===== src/rtl/keypad_pkg.sv =====
// Shared types and constants for the 4x4 keypad scanner.
// Key codes are packed as row*COLS + col.
package keypad_pkg;

  localparam int ROWS   = 4;
  localparam int COLS   = 4;
  localparam int CODE_W = 4;

  typedef enum logic [1:0] {
    SCAN,
    CONFIRM,
    PRESSED,
    RELEASE
  } state_e;

  function automatic logic [CODE_W-1:0] pack_code(input logic [1:0] row,
                                                   input logic [1:0] col);
    return CODE_W'(int'(row) * COLS + int'(col));
  endfunction

endpackage


===== src/rtl/keypad_sync.sv =====
// Two-flop synchronizer for asynchronous level inputs.
// Resets to all ones so idle (pulled-up) rows read as released.
module keypad_sync #(
  parameter int WIDTH = 4
) (
  input  logic             clk_i,
  input  logic             rst_ni,
  input  logic [WIDTH-1:0] d_i,
  output logic [WIDTH-1:0] q_o
);

  logic [WIDTH-1:0] meta_q;
  logic [WIDTH-1:0] sync_q;

  always_ff @(posedge clk_i or negedge rst_ni) begin
    if (!rst_ni) begin
      meta_q <= '1;
      sync_q <= '1;
    end else begin
      meta_q <= d_i;
      sync_q <= meta_q;
    end
  end

  assign q_o = sync_q;

endmodule


===== src/rtl/keypad_scanner.sv =====
// Column-scanning 4x4 keypad reader with press/release debounce and a
// one-entry code buffer. Handshake: key_valid_o stays high until key_ack_i is
// sampled high at a clock edge; an ack while key_valid_o is low is ignored.
module keypad_scanner
  import keypad_pkg::*;
#(
  parameter int SCAN_DIV       = 1000,
  parameter int DEBOUNCE_TICKS = 8
) (
  input  logic              clk_i,
  input  logic              rst_ni,
  input  logic [ROWS-1:0]   rows_i,
  output logic [COLS-1:0]   cols_o,
  output logic [CODE_W-1:0] key_code_o,
  output logic              key_valid_o,
  input  logic              key_ack_i,
  output logic              overrun_o,
  output logic              key_down_o,
  output state_e            state_o
);

  localparam int PW = $clog2(SCAN_DIV);
  localparam int CW = $clog2(DEBOUNCE_TICKS);
  localparam logic [PW-1:0] PRESC_LAST = PW'(SCAN_DIV - 1);
  // Compared before the increment, so the move happens as cnt reaches DEBOUNCE_TICKS-1.
  localparam logic [CW-1:0] CNT_LAST   = CW'(DEBOUNCE_TICKS - 2);

  logic [ROWS-1:0]   rs;
  logic [PW-1:0]     presc_q, presc_d;
  logic [1:0]        col_q, col_d;
  logic [CW-1:0]     cnt_q, cnt_d;
  state_e            state_q, state_d;
  logic [1:0]        cand_row_q, cand_row_d;
  logic [CODE_W-1:0] code_q, code_d;
  logic              valid_q, valid_d;
  logic              ovr_q, ovr_d;

  logic       tick;
  logic       hit;
  logic [1:0] row;
  logic       cand_alone;
  logic       cand_low;
  logic       load;

  keypad_sync #(.WIDTH(ROWS)) u_sync (
    .clk_i  (clk_i),
    .rst_ni (rst_ni),
    .d_i    (rows_i),
    .q_o    (rs)
  );

  assign tick       = (presc_q == PRESC_LAST);
  assign hit        = ~&rs;
  assign cand_alone = (rs == ~(4'b0001 << cand_row_q));
  assign cand_low   = ~rs[cand_row_q];

  // Lowest-numbered low row wins when several are low.
  always_comb begin
    row = '0;
    for (int i = ROWS - 1; i >= 0; i--) begin
      if (!rs[i]) row = 2'(i);
    end
  end

  always_comb begin
    presc_d    = tick ? '0 : presc_q + 1'b1;
    col_d      = col_q;
    cnt_d      = cnt_q;
    state_d    = state_q;
    cand_row_d = cand_row_q;
    load       = 1'b0;
    if (tick) begin
      case (state_q)
        SCAN: begin
          if (hit) begin
            cand_row_d = row;
            cnt_d      = '0;
            state_d    = CONFIRM;
          end else begin
            col_d = col_q + 2'd1;
          end
        end
        CONFIRM: begin
          if (cand_alone) begin
            cnt_d = cnt_q + 1'b1;
            if (cnt_q == CNT_LAST) begin
              load    = 1'b1;
              state_d = PRESSED;
            end
          end else begin
            state_d = SCAN;
            col_d   = col_q + 2'd1;
          end
        end
        PRESSED: begin
          if (!cand_low) begin
            cnt_d   = '0;
            state_d = RELEASE;
          end
        end
        RELEASE: begin
          if (&rs) begin
            cnt_d = cnt_q + 1'b1;
            if (cnt_q == CNT_LAST) begin
              state_d = SCAN;
              col_d   = col_q + 2'd1;
            end
          end else if (cand_low) begin
            state_d = PRESSED;
          end else begin
            // Another key on this column breaks the release run.
            cnt_d = '0;
          end
        end
        default: state_d = SCAN;
      endcase
    end
  end

  // A load consumes any pending code; overrun only when it was never acked.
  always_comb begin
    code_d  = code_q;
    valid_d = valid_q;
    ovr_d   = ovr_q;
    if (load) begin
      code_d  = pack_code(cand_row_q, col_q);
      valid_d = 1'b1;
      if (valid_q) ovr_d = ~key_ack_i;
    end else if (key_ack_i && valid_q) begin
      valid_d = 1'b0;
      ovr_d   = 1'b0;
    end
  end

  always_ff @(posedge clk_i or negedge rst_ni) begin
    if (!rst_ni) begin
      presc_q    <= '0;
      col_q      <= '0;
      cnt_q      <= '0;
      state_q    <= SCAN;
      cand_row_q <= '0;
      code_q     <= '0;
      valid_q    <= 1'b0;
      ovr_q      <= 1'b0;
    end else begin
      presc_q    <= presc_d;
      col_q      <= col_d;
      cnt_q      <= cnt_d;
      state_q    <= state_d;
      cand_row_q <= cand_row_d;
      code_q     <= code_d;
      valid_q    <= valid_d;
      ovr_q      <= ovr_d;
    end
  end

  assign cols_o      = ~(4'b0001 << col_q);
  assign key_code_o  = code_q;
  assign key_valid_o = valid_q;
  assign overrun_o   = ovr_q;
  assign key_down_o  = (state_q == PRESSED) || (state_q == RELEASE);
  assign state_o     = state_q;

endmodule


===== config.mk =====
export PLATFORM = sky130hd
export DESIGN_NAME = keypad_scanner
export DESIGN_NICKNAME = d
export VERILOG_FILES = /design/src/rtl/keypad_pkg.sv /design/src/rtl/keypad_sync.sv /design/src/rtl/keypad_scanner.sv
export SDC_FILE = /design/constraint.sdc
export NUM_CORES = 1
export LEC_CHECK = 0
export ABC_AREA = 1
export CORE_AREA = 2 2 67 69
export DETAILED_ROUTE_END_ITERATION = 6
export DIE_AREA = 0 0 69 71
export GPL_ROUTABILITY_DRIVEN = 0
export PLACE_DENSITY_LB_ADDON = 0.2
export SYNTH_ARGS = -nofsm -noshare
export SYNTH_HDL_FRONTEND = slang
export SYNTH_SLANG_ARGS = --single-unit

===== constraint.sdc =====
create_clock -name clk_i -period 1.7 [get_ports clk_i]
set_clock_uncertainty 0.05 [all_clocks]
set_input_delay 0.34 -clock clk_i [delete_from_list [all_inputs] [get_ports clk_i]]
set_output_delay 0.34 -clock clk_i [all_outputs]
set_load 0.005 [all_outputs]

### Word-level counts from Yosys, hierarchy flattened

Index checks and enable logic that the tools add are counted.

* add/subtract/negate cells: 4
* magnitude comparators: 1
* equality and inequality tests: 17
* shift operators: 2
* mux-type cells: 33
* bitwise operators: 4
* reduce and logical (&&, ||, !) cells: 11

Operators with widths (count)
* $mux 2: 15
* $ne 2x2->1 const B: 8
* $mux 3: 4
* $pmux 3 s4: 1
* $reduce_and 6->1: 2
* $add 10x1->10 const B: 1
* $eq 10x10->1 const B: 1
* $mux 10: 1
* $mux 1: 9
* $ne 3x3->1 const B: 3
* $not 4->4: 2
* $pmux 2 s4: 1
* $shl 1x2->4 const A: 2
* $pmux 2 s3: 1
* $reduce_and 3->1: 2
* $add 4x2->4: 1
* $eq 2x2->1 const B: 2
* $eq 4x4->1: 1
* $reduce_and 4->1: 1
* $add 3x1->3 const B: 1
* $eq 3x3->1 const B: 1
* $lt 2x3->1 const B: 1
* $reduce_bool 3->1: 1
* $add 2x1->2 const B: 1
* other kinds (8): 9

* register bits after elaboration: 33
* input port bits: 7
* output and inout bits: 13
* word-level logic and storage cells: 82

### Depth between registers and ports, before layout

Gate-level depths: netlist of the first run.

* depth after elaboration: 8
* mapped depth: 12
* depth with buffers taken out: 11

### Hierarchy

Synthesis of the first run repeated with hierarchy kept, for this count alone.

* cell total of the unflattened synthesis: 216
* area, all modules: 1780.5 um^2

Modules (own cells, without submodules)
* keypad_scanner: times used 1, cells each 208, area an instance 1570.3 um^2, seq. area each 625.6 um^2
* keypad_sync: times used 1, cells each 8, area an instance 210.2 um^2, seq. area each 210.2 um^2

### Worst setup path after synthesis of the first run

Ideal clock, no wire load.

* path kind: register to register
* start: register presc_q[0]
* end: register state_q[1] (netlist: state_o[1])
* setup time: 0.117 ns
* arrival: 1.234 ns
* required time: 1.533 ns
* slack: 0.299 ns
* stages on the path, launching flop included: 11
* buffers on the path: 0
* cells stage by stage: dfrtp_1 -> ha_1 -> nand2_2 -> nor2_2 -> nand3_2 -> nor2_1 -> nand2_1 -> nor2_4 -> nand2_2 -> nand2_1 -> nand2_1

* longest elaborated chain between the ends: 2

RTL lines
* start: declaration: line keypad_scanner.sv:29 `logic [PW-1:0] presc_q, presc_d;`
* start signal: assignment: line keypad_scanner.sv:146 `presc_q <= presc_d;`
* $eq 10x10->1: line keypad_scanner.sv:52 `assign tick = (presc_q == PRESC_LAST);`
* $reduce_and 6->1 (no source line)
* end signal: assignment: line keypad_scanner.sv:149 `state_q <= state_d;`
* end: declaration: line keypad_scanner.sv:32 `state_e state_q, state_d;`

Every way passes these cells.
A chain may end at the register's enable or synchronous reset.

### Worst setup path after layout of the first run

* start: register state_q[1] (netlist: state_o[1])
* end: output port key_down_o

* longest elaborated chain between the ends: 2
* elaborated cells on any way between the ends: 3
* classes of those cells: eq/ne: 2; reduce/logical: 1

RTL lines
* $eq 2x2->1: line keypad_scanner.sv:161 `assign key_down_o = (state_q == PRESSED) || (state_q == RELEASE);`
* $logic_or 1x1->1 *: line keypad_scanner.sv:161
* end: declaration: line keypad_scanner.sv:18 `output logic key_down_o,`

Mark *: on every way between the ends. The rest lies on a longest branch, timed or not.

==> impl_results.md, run 1 <==
* Status: completed
* Boundary pin count at 20
* Final period utilization at 96.37%
* Max-slew headroom at 77.99%
* ANT nets after route at 0
* Synth Area in Adders at 4.838%
* # rows at 24
* FF-to-FF path depth at 9
* Slowest stage delay, CP at 0.52 ns
* RSZ-0062 raised after global routing: false
* Max-cap violation count at 0
* Final hold vios at 0
* Mapped Nets at 234
* Die area at 4899 sq um
* Tightest Pin Transition at 0.3274 ns
* Chip height at 71 microns
* Die W at 69 microns
* Via/cell ratio at 4.553
* Cell Chain, Critical Path: clkdlybuf4s50_1
* Fill count at 411
* Final Setup Violations at 0
* WHS Endpoint: u_sync.q_o[3]
* Crit end category: primary output
* Final Max Tran Viols at 0
* Mapped Area at 1810 sq um
* Design Power at 0.001528 W
* PD cells at 699.2 nW/um^2
* Hold path start: u_sync.meta_q[3]
* Synth warn at 0
* Vias in the first global route at 1338
* Pin count of the biggest net entering global routing at 34
* Worst R2R End: state_o[1]
* Setup WS pre-CTS at 0.08728 ns
* Xor/xnor share of the synthesized area at 2.419%
* Crit path arrival time at 1.25 ns
* Req. time, crit path at 1.31 ns
* Avg Cell Area, Syn at 8.229 sq um
* Worst Path Buf+Inv at 1
* Cts hold-fix bufs at 0
* Worst hold stages at 0
* Input/output buffers at 19
* VDD IR max at 312.1 uV
* Mux contribution to synthesized area at 0%
* H-Tree Depth at 2
* Fmax at 610.4 MHz
* CTS Sinks at 33
* Clock Latency Late Sink at 0.29 ns
* Synth area leaders: dfrtp_1 35%, dfstp_2 12%, nand2_1 11%
* Clock Path Buffers at 2
* Leakage power at 1.055 nW
* Initial antenna violation count at 0
* CTS tree: done
* DR iter-0 viols at 90
* Cells after Synth at 220
* Synth top area share at 34.55%
* Sequential share of the synthesized area at 46.16%
* Post-DP HPWL at 2431 microns
* CTS buffer count at 5
* Reg2reg start: u_sync.q_o[3]
* Wire per inst at 10.92 microns
* Nets at 261
* Drt total wl at 3277 microns
* Core area at 4204 sq um
* Critical Path Start Type: flip-flop
* Final Worst Setup Slack at 0.06167 ns
* Distinct cell type count after synthesis at 29
* Slowest stage cell, crit path: clkdlybuf4s50_1
* Antenna Cells at 0
* Synth Area in Compound Gates at 6.220%
* Tot GR Track Use at 15.06%
* Initial Utilization at 43.07%
* Layout cells sized above 1 at 22.98%
* CP Class: flip-flop to primary output
* Cell family with most CP delay: buffers and inverters
* Simple-gate portion of the synthesized area at 30.82%
* Max Fanout on Critical Path at 8
* HP Class: flip-flop to flip-flop
* Minimum clock period at 1.638 ns
* GRT overflow at 0
* Largest family of logic cells by synthesized area: simple AND/OR/NAND/NOR gates
* Area Growth Syn to Fin at 20.73%
* Leading area contributor after synthesis: dfrtp_1
* DRC viols at 0
* CTS clk-pin slew, worst paths at 0.06 ns
* Via count at 1366
* Drt first pass iters at 4
* First-pass GRT wire length at 5830 microns
* Root Driver: clkbuf_8
* Post-Route Setup TNS at 0 ns
* R2r setup slk at 0.16 ns
* Synthesized flop and latch total at 33
-- metal layers --
metal | share of wire, % | global-route usage (%) | vias up
li1 | - | - | 728
met1 | 46 | 18.14 | 618
met2 | 48 | 25.11 | 14
met3 | 3.8 | 4.986 | 6
met4 | 1.8 | 5.882 | 0
met5 | 0 | 0 | -
-- synthesized netlist by cell type, drive strengths merged --
master and count:
a21oi 4, buf 2, clkbuf 1, clkinv 2, dfrtp 25, dfstp 8, ha 7, inv 37
nand2 60, nand3 19, nand4 2, nor2 28, nor3b 1, nor4 1, o21a 1, o21ai 13
o21bai 1, o31ai 1, or2 2, xor2 5
-- placed cells by master, fill, tap and decap left out, types with 2 or more instances in the layout --
master and instances:
nand2_1 51, inv_1 30, nor2_1 21, dfrtp_1 21, nand3_1 15, clkdlybuf4s50_1 15
o21ai_1 10, nand2_2 8, dfstp_2 8, inv_2 7, ha_1 7, clkbuf_8 7
xor2_1 5, nor2_2 4, dfrtp_2 4, nand3_2 3, a21oi_1 3, o21ai_0 3
nor2_4 3, dlygate4sd2_1 3, buf_4 3, nand4_1 2, clkinv_1 2
-- cell families (layout without fill, tap and decap cells) --
group	after synthesis	count (layout)
adder cells (fa/ha/maj)	7	7
AND/OR/NAND/NOR	113	113
XOR/XNOR	5	5
flip-flops	33	33
AO/OA/AOI/OAI	20	20
buffers and inverters	42	70
-- how the worst max path moves through the flow --
stage	startpoint	cells past startpoint	slack [ns]	endpoint
finish	state_o[1]	1	0.06	key_down_o
global route	u_sync.q_o[0]	9	0.004	col_q[0]
CTS	col_q[0]	4	0.02	cols_o[1]
detailed placement	col_q[0]	4	0.09	cols_o[0]
global placement	col_q[1]	4	0.09	cols_o[1]
floorplan	presc_q[0]	10	0.30	state_o[1]
-- sequential cells by signal, indices dropped and copies added, names as in the netlist --
| signal | flops |
|---|---|
| key_code_o | 4 |
| presc_q | 10 |
| cand_row_q | 2 |
| key_valid_o | 1 |
| u_sync.q_o | 4 |
| u_sync.meta_q | 4 |
| col_q | 2 |
| overrun_o | 1 |
| cnt_q | 3 |
| state_o | 2 |
-- final cells by class --
class	instances	area [sq um]	area share, %
sequential	33	840.8	38.47
clock inverter	1	5.005	0.2290
multi-input combinational	145	808.3	36.98
tap	52	65.06	2.977
timing repair buffer	23	224.0	10.25
clock buffer	7	96.34	4.408
inverter	39	146.4	6.697
-- power breakdown --
group	total, W	internal (W)	switching [W]	leakage, nW
Clock	0.000654	0.000366	0.000288	0.0542
Sequential	0.000812	0.000804	0.00000707	0.411
Combinational	0.0000628	0.0000276	0.0000352	0.590
-- metrics by stage --
step	hold slack [ns]	area (sq um)	utilization (%)	std cells
5_1_grt	0.3118	2186	51.99	300
2_1_floorplan	-0.005591	1810	-	220
6_report	0.3056	2186	51.99	300
3_5_place_dp	0.2975	2074	49.35	291
4_1_cts	0.3067	2181	51.88	300
3_3_place_gp	0.2959	2074	49.35	291
-- repair_timing --
item | 4_1_cts | 5_1_grt
gates cloned | 0 | 0
setup buffers | 1 | 0
gates resized for setup | 8 | 7
endpoints found under the setup margin | 6 | 6
Note: power is estimated with default switching activity, not from simulation.
==> run 2, diff against run 1 <==
- SLEW_MARGIN: not set -> 0
==> results of run 2 <==
Same layout as run 1: the final DEF is identical, and so are final timing and power.
==> run 3, diff against run 2 <==
- ABC_AREA: 1 -> not set
- CAP_MARGIN: not set -> 20
- CORE_AREA: 2 2 67 69 -> 2 2 64 66
- DIE_AREA: 0 0 69 71 -> 0 0 66 68
==> impl_results.md, run 3 <==
* Status: complete, but fails checks (was completed)
* Violated checks: negative setup slack
* HP Class: flip-flop to flip-flop (unchanged)
* Clock Latency Late Sink at 0.28 ns (was 0.29 ns)
* Area Growth Syn to Fin at 38.12% (was 20.73%)
* Crit end category: flip-flop (was primary output)
* Max-cap violation count at 0 (unchanged)
* Tot GR Track Use at 17.10% (was 15.06%)
* Final hold vios at 0 (unchanged)
* Reg2reg start: u_sync.q_o[1] (was u_sync.q_o[3])
* Via count at 1301 (was 1366)
* Mapped Area at 1638 sq um (was 1810 sq um)
* Via/cell ratio at 5.062 (was 4.553)
* H-Tree Depth at 2 (unchanged)
* Final period utilization at 112.3% (was 96.37%)
* Post-synth EDFFs at 0 (unchanged)
* Leading area contributor after synthesis: dfrtp_1 (unchanged)
* Chip height at 68 microns (was 71 microns)
* Hold path start: u_sync.meta_q[1] (was u_sync.meta_q[3])
* Area post-placement at 2086 sq um (was 2074 sq um)
* CTS Sinks at 33 (unchanged)
* Slowest stage delay, CP at 0.54 ns (was 0.52 ns)
* GRT overflow at 0 (unchanged)
* Vias in the first global route at 1288 (was 1338)
* CTS buffer count at 5 (unchanged)
* CP startpoint: u_sync.q_o[1] (was state_o[1])
* Boundary pin count at 20 (unchanged)
* Post-route cell area at 2262 sq um (was 2186 sq um)
* Post-DP HPWL at 2465 microns (was 2431 microns)
* Minimum clock period at 1.908 ns (was 1.638 ns)
* Max-slew headroom at 79.97% (was 77.99%)
* Post-Route Setup TNS at -1.945 ns (was 0 ns)
* Core area at 3856 sq um (was 4204 sq um)
* PD cells at 668.6 nW/um^2 (was 699.2 nW/um^2)
* RSZ-0062 raised after global routing: true (was false)
* Crit path arrival time at 2.02 ns (was 1.25 ns)
* Die area at 4488 sq um (was 4899 sq um)
* Cell Chain, Critical Path: or3b_1, a211oi_2, o21bai_4, nand4_4, mux2_1 (was clkdlybuf4s50_1)
* Nets at 220 (was 261)
* Die W at 66 microns (was 69 microns)
* Fill count at 327 (was 411)
* Drt total wl at 3371 microns (was 3277 microns)
* Final Setup Violations at 14 (was 0)
* Tightest Pin Transition at 0.2993 ns (was 0.3274 ns)
* Drt first pass iters at 4 (unchanged)
* Layout cells sized above 1 at 32.85% (was 22.98%)
* DRC viols at 0 (unchanged)
* Synth cell count leaders: 25 x dfrtp_1, 14 x nor2_1, 12 x inv_1 (was 51 x nand2_1, 32 x inv_1, 25 x dfrtp_1)
* Wire per inst at 13.12 microns (was 10.92 microns)
* Avg Cell Area, Syn at 10.92 sq um (was 8.229 sq um)
* Input/output buffers at 19 (unchanged)
* Synth top area share at 38.20% (was 34.55%)
* Commonest cells after routing, fill and taps aside: 31 x buf_4, 24 x dfrtp_1, 15 x clkdlybuf4s50_1 (was 51 x nand2_1, 30 x inv_1, 21 x nor2_1, 21 x dfrtp_1)
* ANT nets after route at 0 (unchanged)
* CP Class: flip-flop to flip-flop (was flip-flop to primary output)
* Root Driver: clkbuf_8 (unchanged)
* Ys flop type: dfrtp_1 (unchanged)
* Antenna Cells at 0 (unchanged)
* Req. time, crit path at 1.81 ns (was 1.31 ns)
* Pin count of the biggest net entering global routing at 34 (unchanged)
* Sequential share of the synthesized area at 51.03% (was 46.16%)
* Design Power at 0.001512 W (was 0.001528 W)
* Critical Path Start Type: flip-flop (unchanged)
* Final Core Density at 58.66% (was 51.99%)
* Initial antenna violation count at 0 (unchanged)
* Mapped Nets at 164 (was 234)
* CTS clk-pin slew, worst paths at 0.07 ns (was 0.06 ns)
* Max Fanout on Critical Path at 5 (was 8)
* Commonest non-fill, non-tap cell in the layout: buf_4 (was nand2_1)
* Max FFs per register at 10 (unchanged)
* CTS tree: done (unchanged)
* Final Max Tran Viols at 0 (unchanged)
* Most flops, register: presc_q (unchanged)
* Fmax at 524.0 MHz (was 610.4 MHz)
* Synthesized flop and latch total at 33 (unchanged)
* Final Worst Setup Slack at -0.2083 ns (was 0.06167 ns)
* VDD IR max at 593.3 uV (was 312.1 uV)
* Top-count cell post-synth: dfrtp_1 (was nand2_1)
* Cells after Synth at 150 (was 220)
* Distinct cell type count after synthesis at 43 (was 29)
* Slowest stage cell, crit path: dfstp_2 (was clkdlybuf4s50_1)
* Clock Path Buffers at 2 (unchanged)
* Synth warn at 0 (unchanged)
* Async S/R FF share, synth at 100.0% (unchanged)
* Synth area leaders: dfrtp_1 38%, dfstp_2 13%, ha_1 5.3% (was dfrtp_1 35%, dfstp_2 12%, nand2_1 11%)
* Leakage power at 1.036 nW (was 1.055 nW)
* # rows at 23 (was 24)
* DR iter-0 viols at 44 (was 90)
* Initial Utilization at 42.47% (was 43.07%)
* First-pass GRT wire length at 5740 microns (was 5830 microns)
run 3: cell count changes in the layout (fill, tap and decap cells not counted), sizes merged, moves of 3 or more:
cell	before	now
nand2	60	9
nor2	28	14
mux2	0	5
xnor2	0	4
a31oi	0	3
nand3	19	8
buf	4	34
and3	0	3
nor2b	0	3
inv	37	12
o21ai	13	9
run 3: area by class of cell:
cell class	count	area (sq um)	area share, %
flip-flops and latches	33	837.1	37.00
multi-input cells	101	767.0	33.90
inverters	12	45.04	1.991
clock buffers	7	96.34	4.259
clock inverters	1	5.005	0.2212
repair buffers	53	449.2	19.86
well taps	50	62.56	2.765
run 3: metrics by stage:
stage	hold WS, ns	worst slack (ns)	std cells
final	0.3036	-0.2083	257
after global routing	0.3086	-0.3091	257
after CTS	0.3033	-0.2171	254
after detailed placement	0.2972	-0.2077	241
after global placement	0.2963	-0.1605	241
after floorplan	-0.005591	-0.1916	150
run 3: cells by family after synthesis:
| family | after synthesis | synth area share (%) |
|---|---|---|
| xor gates and xnor gates | 7 | 3.743 |
| muxes | 7 | 6.112 |
| and+or+nand+nor | 51 | 17.19 |
| buffers and inverters | 16 | 3.743 |
| DFF | 33 | 51.03 |
| adders and majority gates | 7 | 5.347 |
| AOI/OAI and AO/OA | 29 | 12.84 |
run 3: final timing paths:
| path | depth (start not counted) | slack [ns] | endpoint |
|---|---|---|---|
| setup / recovery | 5 | -0.21 | key_code_o[2] |
| hold / removal | 0 | 0.30 | u_sync.q_o[1] |
| hold reg to reg | 0 | 0.30 | u_sync.q_o[1] |
| max in group asynchronous | 2 | 0.99 | u_sync.meta_q[3] |
| setup reg to reg | 5 | -0.21 | key_code_o[2] |
| min in group asynchronous | 2 | 0.37 | cand_row_q[1] |
run 3: power by group:
group,switching [W],internal [W],total (W)
clock,0.000280,0.000366,0.000646
combinational,0.0000279,0.0000290,0.0000569
sequential,0.00000688,0.000803,0.000810
total,0.000315,0.00120,0.00151
run 3: per-layer routing:
layer	GRT usage (%)	vias to the layer above	routed length [microns]
met2	29.29	20	1745
met3	4.276	6	94
met4	7.908	0	39
li1	-	635	-
met1	20.38	640	1492
met5	0	-	0
run 3: timing repair:
item | in CTS | in global routing
gates resized for setup | 13 | 9
hold buffers | 0 | 0
pin swaps | 1 | 0
hold endpoints to repair | 0 | 0
endpoints found under the setup margin | 20 | 20
buffers inserted | 5 | 3
run 3: worst max-delay path, delay by kind of cell (launching register included):
family,cells,cell delay [ns]
compound gates,2,0.36
simple gates,2,0.52
flops,1,0.54
mux,1,0.34
